==> config.mk <==
export PLATFORM = sky130hd
export DESIGN_NAME = axi_burst_rd_master
export DESIGN_NICKNAME = d
export VERILOG_FILES = /design/src/rtl/axi_rd_pkg.sv /design/src/rtl/axi_burst_rd_master_skid.sv /design/src/rtl/axi_burst_rd_master.sv
export SDC_FILE = /design/constraint.sdc
export NUM_CORES = 1
export LEC_CHECK = 0
export CORE_AREA = 2 2 179 181
export DETAILED_ROUTE_END_ITERATION = 8
export DIE_AREA = 0 0 181 183
export GPL_ROUTABILITY_DRIVEN = 0
export HOLD_SLACK_MARGIN = 0.02
export PLACE_DENSITY_LB_ADDON = 0.12
export SYNTH_ARGS = -nofsm -noshare
export SYNTH_HDL_FRONTEND = slang
export SYNTH_SLANG_ARGS = --single-unit
==> constraint.sdc <==
create_clock -name clk -period 15.1 [get_ports clk]
set_input_delay 3.02 -clock clk [delete_from_list [all_inputs] [get_ports clk]]
set_output_delay 3.02 -clock clk [all_outputs]
set_load 0.005 [all_outputs]
==> src/rtl/axi_rd_pkg.sv <==
// Shared state type, constants and sizing helpers for the AXI burst read master.
package axi_rd_pkg;

  typedef enum logic [0:0] {IDLE = 1'b0, RUN = 1'b1} rd_state_t;

  localparam int BEAT_BYTES  = 16;
  localparam int BOUNDARY_4K = 4096;

  function automatic logic [63:0] ceil_div(input logic [63:0] num, input logic [63:0] den);
    ceil_div = (num + den - 64'd1) / den;
  endfunction

  function automatic logic [8:0] min_len(input logic [8:0] a, input logic [8:0] b);
    min_len = (a < b) ? a : b;
  endfunction

endpackage

==> src/rtl/axi_burst_rd_master_skid.sv <==
// Two-entry valid/ready skid buffer on the R path with same-cycle bypass when empty.
// Built only when AXI_RD_SKID_EN is defined.
`ifdef AXI_RD_SKID_EN
module axi_rd_skid_buf #(
  parameter int WIDTH = 128
) (
  input  logic             clk,
  input  logic             rst,
  input  logic             in_valid,
  output logic             in_ready,
  input  logic [WIDTH-1:0] in_data,
  output logic             out_valid,
  input  logic             out_ready,
  output logic [WIDTH-1:0] out_data,
  output logic             empty
);

  logic [WIDTH-1:0] mem_r [2];
  logic             rd_ptr_r, wr_ptr_r, full_r;
  logic [1:0]       cnt_r, cnt_n;
  logic             push_s, pop_s, pop_mem_s, store_s;

  assign in_ready  = ~full_r;
  assign empty     = (cnt_r == 2'd0);
  assign push_s    = in_valid & ~full_r;
  assign out_valid = ~empty | push_s;
  assign out_data  = empty ? in_data : mem_r[rd_ptr_r];
  assign pop_s     = out_valid & out_ready;
  assign pop_mem_s = pop_s & ~empty;
  // An incoming beat popped while empty bypasses storage entirely.
  assign store_s   = push_s & ~(pop_s & empty);

  always_comb begin
    cnt_n = cnt_r;
    case ({store_s, pop_mem_s})
      2'b10:   cnt_n = cnt_r + 2'd1;
      2'b01:   cnt_n = cnt_r - 2'd1;
      default: cnt_n = cnt_r;
    endcase
  end

  always_ff @(posedge clk or posedge rst) begin
    if (rst) begin
      for (int i = 0; i < 2; i++) mem_r[i] <= '0;
      rd_ptr_r <= 1'b0;
      wr_ptr_r <= 1'b0;
      cnt_r    <= 2'd0;
      full_r   <= 1'b0;
    end else begin
      cnt_r  <= cnt_n;
      full_r <= (cnt_n == 2'd2);
      if (store_s) begin
        mem_r[wr_ptr_r] <= in_data;
        wr_ptr_r        <= ~wr_ptr_r;
      end else begin
        wr_ptr_r <= wr_ptr_r;
      end
      if (pop_mem_s) rd_ptr_r <= ~rd_ptr_r;
      else           rd_ptr_r <= rd_ptr_r;
    end
  end

endmodule
`endif

==> src/rtl/axi_burst_rd_master.sv <==
// AXI4 read master: splits a byte request into 4 KB-safe INCR bursts and streams R beats out
// as indexed writes. Define AXI_RD_SKID_EN for a registered skid-buffered R path.
module axi_burst_rd_master
  import axi_rd_pkg::*;
#(
  parameter int AXI_ADDR_WIDTH      = 64,
  parameter int AXI_DATA_WIDTH      = 8 * BEAT_BYTES,
  parameter int AXI_XFER_SIZE_WIDTH = 32,
  parameter int MAX_BURST_LEN       = 16,
  parameter int MAX_OUTSTANDING     = 4
) (
  input  logic                           clk,
  input  logic                           rst,
  input  logic                           i_start,
  output logic                           o_done,
  input  logic                           i_ready,
  input  logic [AXI_ADDR_WIDTH-1:0]      i_addr,
  input  logic [AXI_XFER_SIZE_WIDTH-1:0] i_size_bytes,
  output logic                           m_axi_arvalid,
  input  logic                           m_axi_arready,
  output logic [AXI_ADDR_WIDTH-1:0]      m_axi_araddr,
  output logic [7:0]                     m_axi_arlen,
  input  logic                           m_axi_rvalid,
  output logic                           m_axi_rready,
  input  logic [AXI_DATA_WIDTH-1:0]      m_axi_rdata,
  input  logic                           m_axi_rlast,
  output logic                           o_wren,
  output logic [31:0]                    o_wraddr,
  output logic [AXI_DATA_WIDTH-1:0]      o_wrdata
);

  localparam int AW    = AXI_ADDR_WIDTH;
  localparam int DW    = AXI_DATA_WIDTH;
  localparam int XW    = AXI_XFER_SIZE_WIDTH;
  localparam int BB    = DW / 8;
  localparam int BB_LG = $clog2(BB);
  localparam int OW    = $clog2(MAX_OUTSTANDING + 1);

  rd_state_t     state_r;
  logic [AW-1:0] addr_r, addr_n;
  logic [XW-1:0] left_r, left_n;
  logic [OW-1:0] outs_r, outs_n;
  logic [7:0]    ar_len_r, ar_len_n;
  logic          ar_valid_r, done_r;
  logic [31:0]   wr_cnt_r;
  logic [8:0]    left_clip_s, to4k_s, len_s;
  logic          ar_hs_s, r_hs_s, rlast_hs_s, rready_s;
  logic          exit_s, run_n_s, pipe_empty_s, beat_out_s;

  assign ar_hs_s       = ar_valid_r & m_axi_arready;
  assign r_hs_s        = m_axi_rvalid & rready_s;
  assign rlast_hs_s    = r_hs_s & m_axi_rlast;
  assign m_axi_arvalid = ar_valid_r;
  assign m_axi_araddr  = addr_r;
  assign m_axi_arlen   = ar_len_r;
  assign m_axi_rready  = rready_s;
  assign o_done        = done_r;

  // Pointer and beat budget move only on start or on an accepted AR.
  always_comb begin
    addr_n = addr_r;
    left_n = left_r;
    if (state_r == IDLE) begin
      if (i_start) begin
        addr_n = i_addr & ~AW'(BB - 1);
        left_n = XW'(ceil_div(64'(i_size_bytes), 64'(BB)));
      end else begin
        addr_n = addr_r;
      end
    end else if (ar_hs_s) begin
      addr_n = addr_r + ((AW'(ar_len_r) + AW'(1)) << BB_LG);
      left_n = left_r - (XW'(ar_len_r) + XW'(1));
    end else begin
      left_n = left_r;
    end
    outs_n = outs_r;
    case ({ar_hs_s, rlast_hs_s})
      2'b10:   outs_n = outs_r + OW'(1);
      2'b01:   outs_n = outs_r - OW'(1);
      default: outs_n = outs_r;
    endcase
  end

  // Next burst never crosses a 4 KB page; arlen tracks the pointer so it holds under stall.
  always_comb begin
    left_clip_s = (left_n > XW'(MAX_BURST_LEN)) ? 9'(MAX_BURST_LEN) : left_n[8:0];
    to4k_s      = 9'((13'(BOUNDARY_4K) - {1'b0, addr_n[11:0]}) >> BB_LG);
    len_s       = min_len(left_clip_s, to4k_s);
    ar_len_n    = 8'(len_s - 9'd1);
    exit_s      = (left_n == {XW{1'b0}}) && (outs_n == {OW{1'b0}}) && pipe_empty_s;
    run_n_s     = (state_r == IDLE) ? i_start : ~exit_s;
  end

  // Request FSM with registered AR channel, done flag and beat index.
  always_ff @(posedge clk or posedge rst) begin
    if (rst) begin
      state_r    <= IDLE;
      addr_r     <= '0;
      left_r     <= '0;
      outs_r     <= '0;
      ar_len_r   <= 8'd0;
      ar_valid_r <= 1'b0;
      done_r     <= 1'b1;
      wr_cnt_r   <= 32'd0;
    end else begin
      addr_r     <= addr_n;
      left_r     <= left_n;
      outs_r     <= outs_n;
      ar_len_r   <= ar_len_n;
      ar_valid_r <= run_n_s && (left_n != {XW{1'b0}}) && (outs_n < OW'(MAX_OUTSTANDING));
      case (state_r)
        IDLE: begin
          if (i_start) begin
            state_r  <= RUN;
            done_r   <= 1'b0;
            wr_cnt_r <= 32'd0;
          end else begin
            state_r <= IDLE;
          end
        end
        RUN: begin
          if (exit_s) begin
            state_r <= IDLE;
            done_r  <= 1'b1;
          end else begin
            state_r <= RUN;
          end
          if (beat_out_s) wr_cnt_r <= wr_cnt_r + 32'd1;
          else            wr_cnt_r <= wr_cnt_r;
        end
        default: begin
          state_r <= IDLE;
          done_r  <= 1'b1;
        end
      endcase
    end
  end

`ifdef AXI_RD_SKID_EN
  logic          skid_in_ready_s, skid_out_valid_s, skid_empty_s, pop_s;
  logic [DW-1:0] skid_out_data_s;
  logic          wren_r;
  logic [31:0]   wraddr_r;
  logic [DW-1:0] wrdata_r;

  axi_rd_skid_buf #(.WIDTH(DW)) u_skid (
    .clk       (clk),
    .rst       (rst),
    .in_valid  (m_axi_rvalid & (state_r == RUN)),
    .in_ready  (skid_in_ready_s),
    .in_data   (m_axi_rdata),
    .out_valid (skid_out_valid_s),
    .out_ready (i_ready),
    .out_data  (skid_out_data_s),
    .empty     (skid_empty_s)
  );

  assign rready_s     = skid_in_ready_s & (state_r == RUN);
  assign pop_s        = skid_out_valid_s & i_ready;
  assign beat_out_s   = pop_s;
  assign pipe_empty_s = skid_empty_s & ~r_hs_s;

  // Registered write port fed from the skid head.
  always_ff @(posedge clk or posedge rst) begin
    if (rst) begin
      wren_r   <= 1'b0;
      wraddr_r <= 32'd0;
      wrdata_r <= '0;
    end else begin
      wren_r <= pop_s;
      if (pop_s) begin
        wraddr_r <= wr_cnt_r;
        wrdata_r <= skid_out_data_s;
      end else if ((state_r == IDLE) && i_start) begin
        wraddr_r <= 32'd0;
      end else begin
        wraddr_r <= wraddr_r;
      end
    end
  end

  assign o_wren   = wren_r;
  assign o_wraddr = wraddr_r;
  assign o_wrdata = wrdata_r;
`else
  assign rready_s     = i_ready & (state_r == RUN);
  assign beat_out_s   = r_hs_s;
  assign pipe_empty_s = 1'b1;
  assign o_wren       = r_hs_s;
  assign o_wraddr     = wr_cnt_r;
  assign o_wrdata     = m_axi_rdata;
`endif

endmodule

* Word-level counts from Yosys, hierarchy flattened
Cells that the tools add are included.
** Operators by class
- $add $sub $neg :: 11
- $lt $le $gt $ge :: 3
- Eq/ne operators :: 6
- Muxes and demuxes :: 19
- Bitwise gates (word level) :: 6
- Reduce and logical (&&, ||, !) cells :: 10
** Operator list (number)
- two-way mux 64 bit :: 3
- two-way mux 32 bit :: 5
- adder 64 x 13 -> 64 bit :: 1
- case mux 32 bit (2 select lines) :: 1
- subtractor 33 x 1 -> 34 bit, second input constant :: 1
- adder 32 x 5 -> 33 bit, second input constant :: 1
- adder 32 x 1 -> 32 bit, second input constant :: 1
- > comparator 32 x 5 -> 1 bit, second input constant :: 1
- logical NOT 32 bit :: 1
- nonzero test 32 bit :: 1
- subtractor 32 x 9 -> 32 bit :: 1
- adder 8 x 1 -> 9 bit, second input constant :: 2
- subtractor 13 x 12 -> 13 bit, first input constant :: 1
- less-than comparator 9 bit :: 1
- two-way mux 9 bit :: 1
- two-way mux 8 bit :: 1
- subtractor 8 x 1 -> 8 bit, second input constant :: 1
- != test 2 x 1 -> 1 bit, second input constant :: 3
- case mux 3 bit (2 select lines) :: 1
- AND reduction 2 bit :: 3
- two-way mux 1 bit :: 5
- bitwise AND 1 bit :: 4
- case mux 1 bit (2 select lines) :: 2
- adder 3 x 1 -> 3 bit, second input constant :: 1
- 9 further kinds :: 12
** Word-level totals
- Bits in registers :: 142
- Output and inout port bits :: 236

* Depth between registers and ports, before layout
Gate-level depths: netlist of the first run.
- Word-level depth :: 11
- Depth in mapped cells :: 33

* Least setup slack after synthesis of the first run
OpenSTA, ideal clock, no wires.
- Path kind :: input to register
- Start point :: input port i_size_bytes[3]
- End point :: register ar_len_r[6] (netlist: m_axi_arlen[6])
- Setup time :: 0.129 ns
- Arrival :: 8.249 ns
- Path slack :: 6.722 ns
- Stages :: 27
- Buffers on the path :: 2
- Cell sequence :: o41ai_2 -> or4_4 -> o31ai_2 -> a311oi_1 -> or4_1 -> or4_4 -> nor4_4 -> and3_1 -> buf_4 -> inv_1 -> nor2_2 -> ha_1 -> a21o_1 -> a21o_1 -> a21o_1 -> a21o_1 -> a21oi_1 -> o21ai_0 -> a221o_4 -> buf_8 -> o21ai_0 -> ha_1 -> and3_1 -> nand3_1 -> xor2_1 -> nand2_1 -> o31ai_1
** On the way
- Longest elaborated chain between the ends :: 9
** Ends and longest elaborated chain
- from (decl) :: line axi_burst_rd_master.sv:18 : input logic [AXI_XFER_SIZE_WIDTH-1:0] i_size_bytes,
- adder 32 x 5 -> 33 bit (*) :: line axi_rd_pkg.sv:10 : ceil_div = (num + den - 64'd1) / den;
- subtractor 33 x 1 -> 34 bit (*) :: line axi_rd_pkg.sv:10
- two-way mux 32 bit (*) :: line axi_burst_rd_master.sv:64 : if (i_start) begin
- two-way mux 32 bit (*) :: line axi_burst_rd_master.sv:63 : if (state_r == IDLE) begin
- > comparator 32 x 5 -> 1 bit :: line axi_burst_rd_master.sv:86 : left_clip_s = (left_n > XW'(MAX_BURST_LEN)) ? 9'(MAX_BURST_LEN) : left_n[8:0];
- two-way mux 9 bit (*) :: line axi_burst_rd_master.sv:86
- less-than comparator 9 bit :: line axi_rd_pkg.sv:14 : min_len = (a < b) ? a : b;
- two-way mux 8 bit (*) :: line axi_rd_pkg.sv:14
- subtractor 8 x 1 -> 8 bit (*) :: line axi_burst_rd_master.sv:89 : ar_len_n = 8'(len_s - 9'd1);
- net ar_len_n[6] :: line axi_burst_rd_master.sv:43 : logic [7:0] ar_len_r, ar_len_n;
- to (signal assigned) :: line axi_burst_rd_master.sv:109 : ar_len_r <= ar_len_n;
- to (decl) :: line axi_burst_rd_master.sv:43
The timed path passes the listed nets; every way through them passes the cells marked *.
A chain may end at the register's enable or synchronous reset.

* Worst setup path after layout of the first run
- Start point :: input port i_size_bytes[4]
- End point :: register ar_len_r[4] (netlist: m_axi_arlen[4])
The elaborated chain is that of the path after synthesis.

==> results.toml, run 1 <==
[global_routing]
globalRouteTotalUtil = 0.206
grt_max_degree = 89
grt_first_pass_wirelength_mm = 54.2
grt_pass1_vias = 9508
grt_antenna_before_repair = 0
overflow = 0

[timing]
worst_pin_slew_ns = 0.939
finalHoldViolCount = 0
maxSlewHeadroom = 0.366
rsz0062_at_grt = "false"
fin_skew_ns = 0.0163
drv_slew = 0
period_needed_ns = 9.41
fin_crit_sh = 0.623
setup_viol = 0
finalSetupTns_ns = 0
fmax_mhz = 106

[worst_setup_path]
reg2reg_to = "m_axi_arlen[4]"
cp.arrival_ns = 9.74
timing.rr.start = "m_axi_arlen[1]"
endpoint = "m_axi_arlen[4]"
path_class = "primary input to register"
crit_buf_inv = 3
rr_worst_depth = 26
slowest_stage = "or4_4"
worst_setup_path_end_kind = "register"
crit_fanout = 16
crit_required_ns = 15.44
worst-path-stages = 26
startpoint = "i_size_bytes[4]"
rrSetupSlack_ns = 8.00
critPathMaxStageDelay_ns = 0.62
worst_path_dominant_cell_family = "simple AND/OR/NAND/NOR gates"
cp-start-kind = "primary input"

[synthesis]
synth_compound_area_frac = 0.202
ys_ff_latch = 142
ys_seq_area_frac = 0.331
synth_edf_count = 0
synth-adder-area-share = 0.0394
synth_mux_area_frac = 0.00968
synth_top_area_share = 0.329
async_reset_ff_frac = 1.00
synth_cells = 1283
synth-xor-area-share = 0.0629
synth.distinct_cells = 84
avgSynthCellArea_um2 = 8.36
syn_area_um2 = 10700
synth-simple-area-share = 0.228
yosysTopAreaCell = "dfrtp_1"
ys_warn_count = 0
synthTopCellsByArea = "dfrtp_1 33%, buf_4 9.0%, nand2_1 4.5%"
synth_top_family_by_area = "simple AND/OR/NAND/NOR gates"
synth_flop_cell = "dfrtp_1"

[floorplanning]
floorplan.die_area_um2 = 33100
io_pins = 467
rows = 65
die_w_um = 181
die_h_um = 183
core_um2 = 31200
initial_core_util = 0.344

[clock_tree]
cts_buffers = 17
clk_pin_slew_ns = 0.07
cts_hold_buf = 0
post_cts_buffers = 0
clockBufferDepth = 2
htree_num_levels = 4
cts_root_buf = "clkbuf_16"
insertion_delay_ns = 0.43
cts_tree = "built"
post_cts_resize_count = 0
numClockSinks = 142

[placed_design]
dp_hpwl_mm = 24.8
place_area_um2 = 12300
portBuffers = 206

[cells_and_area]
drive_above_1_share = 0.0551
areaGrowthSynthToFinish_pct = 20.2
finish.utilization = 0.413
antennaDiodeCount = 0
num-nets-final = 1610
fin_area_um2 = 12900

[drt]
avgRoutedWirePerCell_um = 19.5
wl_mm = 34.4
detail-route-antenna-nets = 0
drt-pass1-iter-count = 5
drc = 0
num_vias = 9772
vias_per_cell = 5.55
first_iter_violations = 560

[flow_run]
max-cap-violations = 0

[pwr]
p_per_area_nw_per_um2 = 149
leakage_nw = 5.20
vdd_ir_drop_max_v = 0.000102

[hold_path]
hp-class = "register to register"

[outcome]
status = "complete, no violations"
## worst reg2reg max path, stage by stage (launching register included)
cell,delay [ns]
dfrtp_1,0.48
inv_1,0.10
ha_1,0.32
a211oi_1,0.37
o21ai_1,0.34
o21ai_0,0.59
a31oi_1,0.19
or3b_2,0.48
a2111oi_0,0.33
and4b_1,0.43
and3_1,0.34
inv_1,0.10
nor2_2,0.12
ha_1,0.26
a21o_1,0.17
a21o_1,0.18
a21o_1,0.17
a21o_1,0.17
a21oi_1,0.13
o21ai_0,0.19
a221o_4,0.47
nand2_1,0.09
o21ai_0,0.08
ha_1,0.25
o21ai_0,0.13
mux2_2,0.36
o21ai_0,0.17
## registers in the layout, indices dropped and copies added, names as in the netlist
name / flops
o_wraddr: 32
m_axi_araddr: 64
state_r: 1
o_done: 1
left_r: 32
m_axi_arvalid: 1
outs_r: 3
m_axi_arlen: 8
## cells in the final DEF, fill, tap and decap left out, drive strengths merged, types with 14 or more instances in the layout
cell type | synthesis | routed
clkdlybuf4s50 | 0 | 206
nand4 | 26 | 26
nor2 | 93 | 93
and3 | 28 | 28
nand2 | 129 | 129
dfrtp | 141 | 141
o311ai | 29 | 29
a31oi | 19 | 19
a221o | 18 | 18
xor2 | 40 | 40
a21o | 21 | 21
a21oi | 51 | 51
nor4 | 27 | 27
buf | 141 | 14
o21ai | 83 | 83
nand3 | 62 | 62
xnor2 | 37 | 37
o211ai | 17 | 17
inv | 50 | 57
ha | 29 | 29
or3 | 14 | 14
nor3 | 33 | 33
clkbuf | 37 | 19
## synthesized netlist by cell type (6+ instances only)
master and count:
clkbuf_1 37, nand2b_1 10, a21o_1 21, a21oi_1 51
and4_1 9, and3_1 28, o311ai_0 29, mux2i_1 7
dfrtp_1 141, buf_1 6, and2_1 12, nand4_1 26
xnor2_1 37, a211oi_1 8, nand3_1 61, buf_4 129
nor2_1 92, inv_1 50, xor2_1 40, nor3_1 33
o22ai_1 6, nor4_1 25, ha_1 29, nand2_1 129
or4_1 7, or3_1 14, o21ai_0 80, a221o_1 17
o211ai_1 17, a31oi_1 19
## logic make-up after synthesis
kind of cell	Yosys count
simple gates	479
flops	142
buf+inv	229
xor+xnor	77
other cells	1
compound gates	313
fa+ha+maj	32
mux	10
## worst min-delay path by stage
stage	to	from	slack (ns)	cells past startpoint
5_1_grt	left_r[31]	left_r[31]	0.49	1
2_1_floorplan	left_r[31]	left_r[31]	0.44	1
6_report	left_r[31]	left_r[31]	0.47	1
3_5_place_dp	left_r[31]	left_r[31]	0.47	1
4_1_cts	left_r[31]	left_r[31]	0.48	1
3_3_place_gp	left_r[31]	left_r[31]	0.46	1
## stage by stage
stage	setup WS, ns	cells	hold slack (ns)	total power [mW]
after floorplan	6.72	1286	0.435	1.18
after global placement	5.33	1730	0.461	1.45
after detailed placement	5.27	1730	0.472	1.46
after CTS	5.71	1762	0.482	1.93
after global routing	5.03	1762	0.494	2.07
final	5.69	1762	0.474	1.92
## where the power goes
part / switching (mW) / internal (mW) / leakage, nW
Clock: 0.186 / 0.274 / 0.306
Combinational: 0.525 / 0.401 / 3.05
Sequential: 0.0858 / 0.447 / 1.85
Total: 0.797 / 1.12 / 5.20
## cell type report
type / count / area, um^2
Tap cell: 402 / 503
Timing Repair Buffer: 220 / 2170
Clock buffer: 19 / 453
Sequential cell: 142 / 3550
Multi-Input combinational cell: 915 / 5840
Clock inverter: 13 / 176
Inverter: 51 / 196
Fill cell: 3169 / 18300
## per-layer routing
metal	GRT usage	vias to the layer above	share of wire
met5	0	-	0
met4	0.0715	0	0.026
met3	0.0355	73	0.052
met2	0.336	287	0.46
met1	0.276	4720	0.46
li1	-	4692	-
No activity file was read; power rests on OpenSTA's default activity.
==> inputs of run 2 (changes only) <==
Clock period 15.1 ns to 7.62 ns, I/O delays scaled along.
==> results.toml, run 2 (synthesis gave the netlist of run 1 again) <==
[drt]
first_iter_violations = 816
vias_per_cell = 5.60
detail-route-antenna-nets = 0
num_vias = 10088
drt-pass1-iter-count = 7
drc = 0
wl_mm = 35.3
avgRoutedWirePerCell_um = 19.6

[global_routing]
globalRouteTotalUtil = 0.211
grt_first_pass_wirelength_mm = 55.4
grt_pass1_vias = 9875
overflow = 0
grt_max_degree = 76
grt_antenna_before_repair = 2

[worst_setup_path]
rr_worst_depth = 27
cp.arrival_ns = 7.50
reg2reg_to = "m_axi_arlen[6]"
endpoint = "m_axi_arlen[6]"
crit_required_ns = 7.93
worst_setup_path_end_kind = "register"
rrSetupSlack_ns = 0.92
crit_fanout = 5
cp-start-kind = "primary input"
path_class = "primary input to register"
startpoint = "i_size_bytes[1]"
timing.rr.start = "m_axi_arlen[1]"

[clock_tree]
cts_tree = "built"
clk_pin_slew_ns = 0.07
numClockSinks = 142
post_cts_buffers = 0
cts_root_buf = "clkbuf_16"
cts_buffers = 17
htree_num_levels = 4
clockBufferDepth = 2
insertion_delay_ns = 0.42

[flow_run]
max-cap-violations = 0

[timing]
worst_pin_slew_ns = 0.929
fmax_mhz = 139
rsz0062_at_grt = "false"
maxSlewHeadroom = 0.381
finalSetupTns_ns = 0
period_needed_ns = 7.19
fin_skew_ns = 0.0144
setup_viol = 0
fin_crit_sh = 0.943
drv_slew = 0
finalHoldViolCount = 0

[placed_design]
place_area_um2 = 12600
dp_hpwl_mm = 25.9
portBuffers = 206

[floorplanning]
rows = 65
io_pins = 467
die_h_um = 183
initial_core_util = 0.344
die_w_um = 181
core_um2 = 31200
floorplan.die_area_um2 = 33100

[cells_and_area]
finish.utilization = 0.421
drive_above_1_share = 0.0808
num-fill-cells = 3201
final_common_cell = "clkdlybuf4s50_1"
layout_common_cells = "206 x clkdlybuf4s50_1, 141 x dfrtp_1, 129 x nand2_1"
register_area_um2 = 3550
num-nets-final = 1650
multi_input_area_um2 = 5840
areaGrowthSynthToFinish_pct = 22.6
fin_area_um2 = 13200
largest_reg_flops = 64

[pwr]
vdd_ir_drop_max_v = 0.000240
power.total_mw = 3.82
leakage_nw = 5.37
p_per_area_nw_per_um2 = 291

[hold_path]
worstHoldPathCells = 1
hp-class = "register to register"
worstHoldStart = "left_r[31]"

[outcome]
status = "complete, no violations"
[run 2: cell types whose count changed in the layout (fill, tap and decap cells not counted), sizes merged]
cell	change
buf	+40
inv	-6
clkinv	+4
clkinvlp	+2
diode	+2
bufinv	-1
[run 2: how the worst min path moves through the flow]
| stage | slack (ns) | end |
|---|---|---|
| 6_report | 0.47 | left_r[31] |
| 5_1_grt | 0.52 | left_r[31] |
| 4_1_cts | 0.48 | left_r[31] |
| 3_5_place_dp | 0.47 | left_r[31] |
| 3_3_place_gp | 0.46 | left_r[31] |
| 2_1_floorplan | 0.44 | left_r[31] |
[run 2: where the power goes]
group | total, mW | internal, mW | switching (mW) | leakage (nW)
sequential | 1.06 | 0.886 | 0.173 | 1.85
combinational | 1.91 | 0.847 | 1.07 | 3.24
clock | 0.850 | 0.492 | 0.357 | 0.276
total | 3.82 | 2.23 | 1.60 | 5.37
[run 2: worst max-delay path, cell delays in order]
cell and delay [ns]:
clkdlybuf4s50_1 0.51, o41ai_2 0.13, or4_4 0.60, o31ai_2 0.26
a311oi_1 0.15, or4_1 0.55, or4_4 0.44, nor4_4 0.35
and3_1 0.24, inv_1 0.07, nor2_2 0.11, ha_1 0.25
a21o_1 0.16, a21o_1 0.18, a21o_1 0.17, a21o_1 0.18
a21oi_1 0.14, o21ai_0 0.15, a221o_4 0.37, o21ai_0 0.17
ha_1 0.21, and3_1 0.19, nand3_1 0.10, xor2_1 0.17
nand2_1 0.07, o31ai_1 0.06
[run 2: final cells by class]
| cell class | instances | area share |
|---|---|---|
| multi-input cells | 915 | 0.444 |
| flip-flops and latches | 142 | 0.270 |
| repair buffers | 260 | 0.188 |
| well taps | 402 | 0.0382 |
| clock buffers | 19 | 0.0337 |
| inverters | 51 | 0.0149 |
| clock inverters | 12 | 0.0107 |
| diodes | 2 | 0.000381 |
[run 2: timing repair]
item                                    in CTS  in global routing
endpoints found under the setup margin       0                  1
hold buffers                                 0                  0
resized for setup                            0                  1
[run 2: metrics by stage]
stage | std cells | hold WS, ns | setup slack, ns
after floorplan | 1286 | 0.435 | 0.738
after global placement | 1770 | 0.463 | 0.0516
after detailed placement | 1770 | 0.466 | 0.0449
after CTS | 1801 | 0.478 | 0.456
after global routing | 1803 | 0.518 | 0.0128
final | 1803 | 0.473 | 0.434
[run 2: routing by layer]
metal,vias to the layer above,share of wire,track usage
met3,72,0.053,0.0340
met2,325,0.47,0.349
met1,4904,0.45,0.279
li1,4787,-,-
met4,0,0.027,0.0780
met5,-,0,0
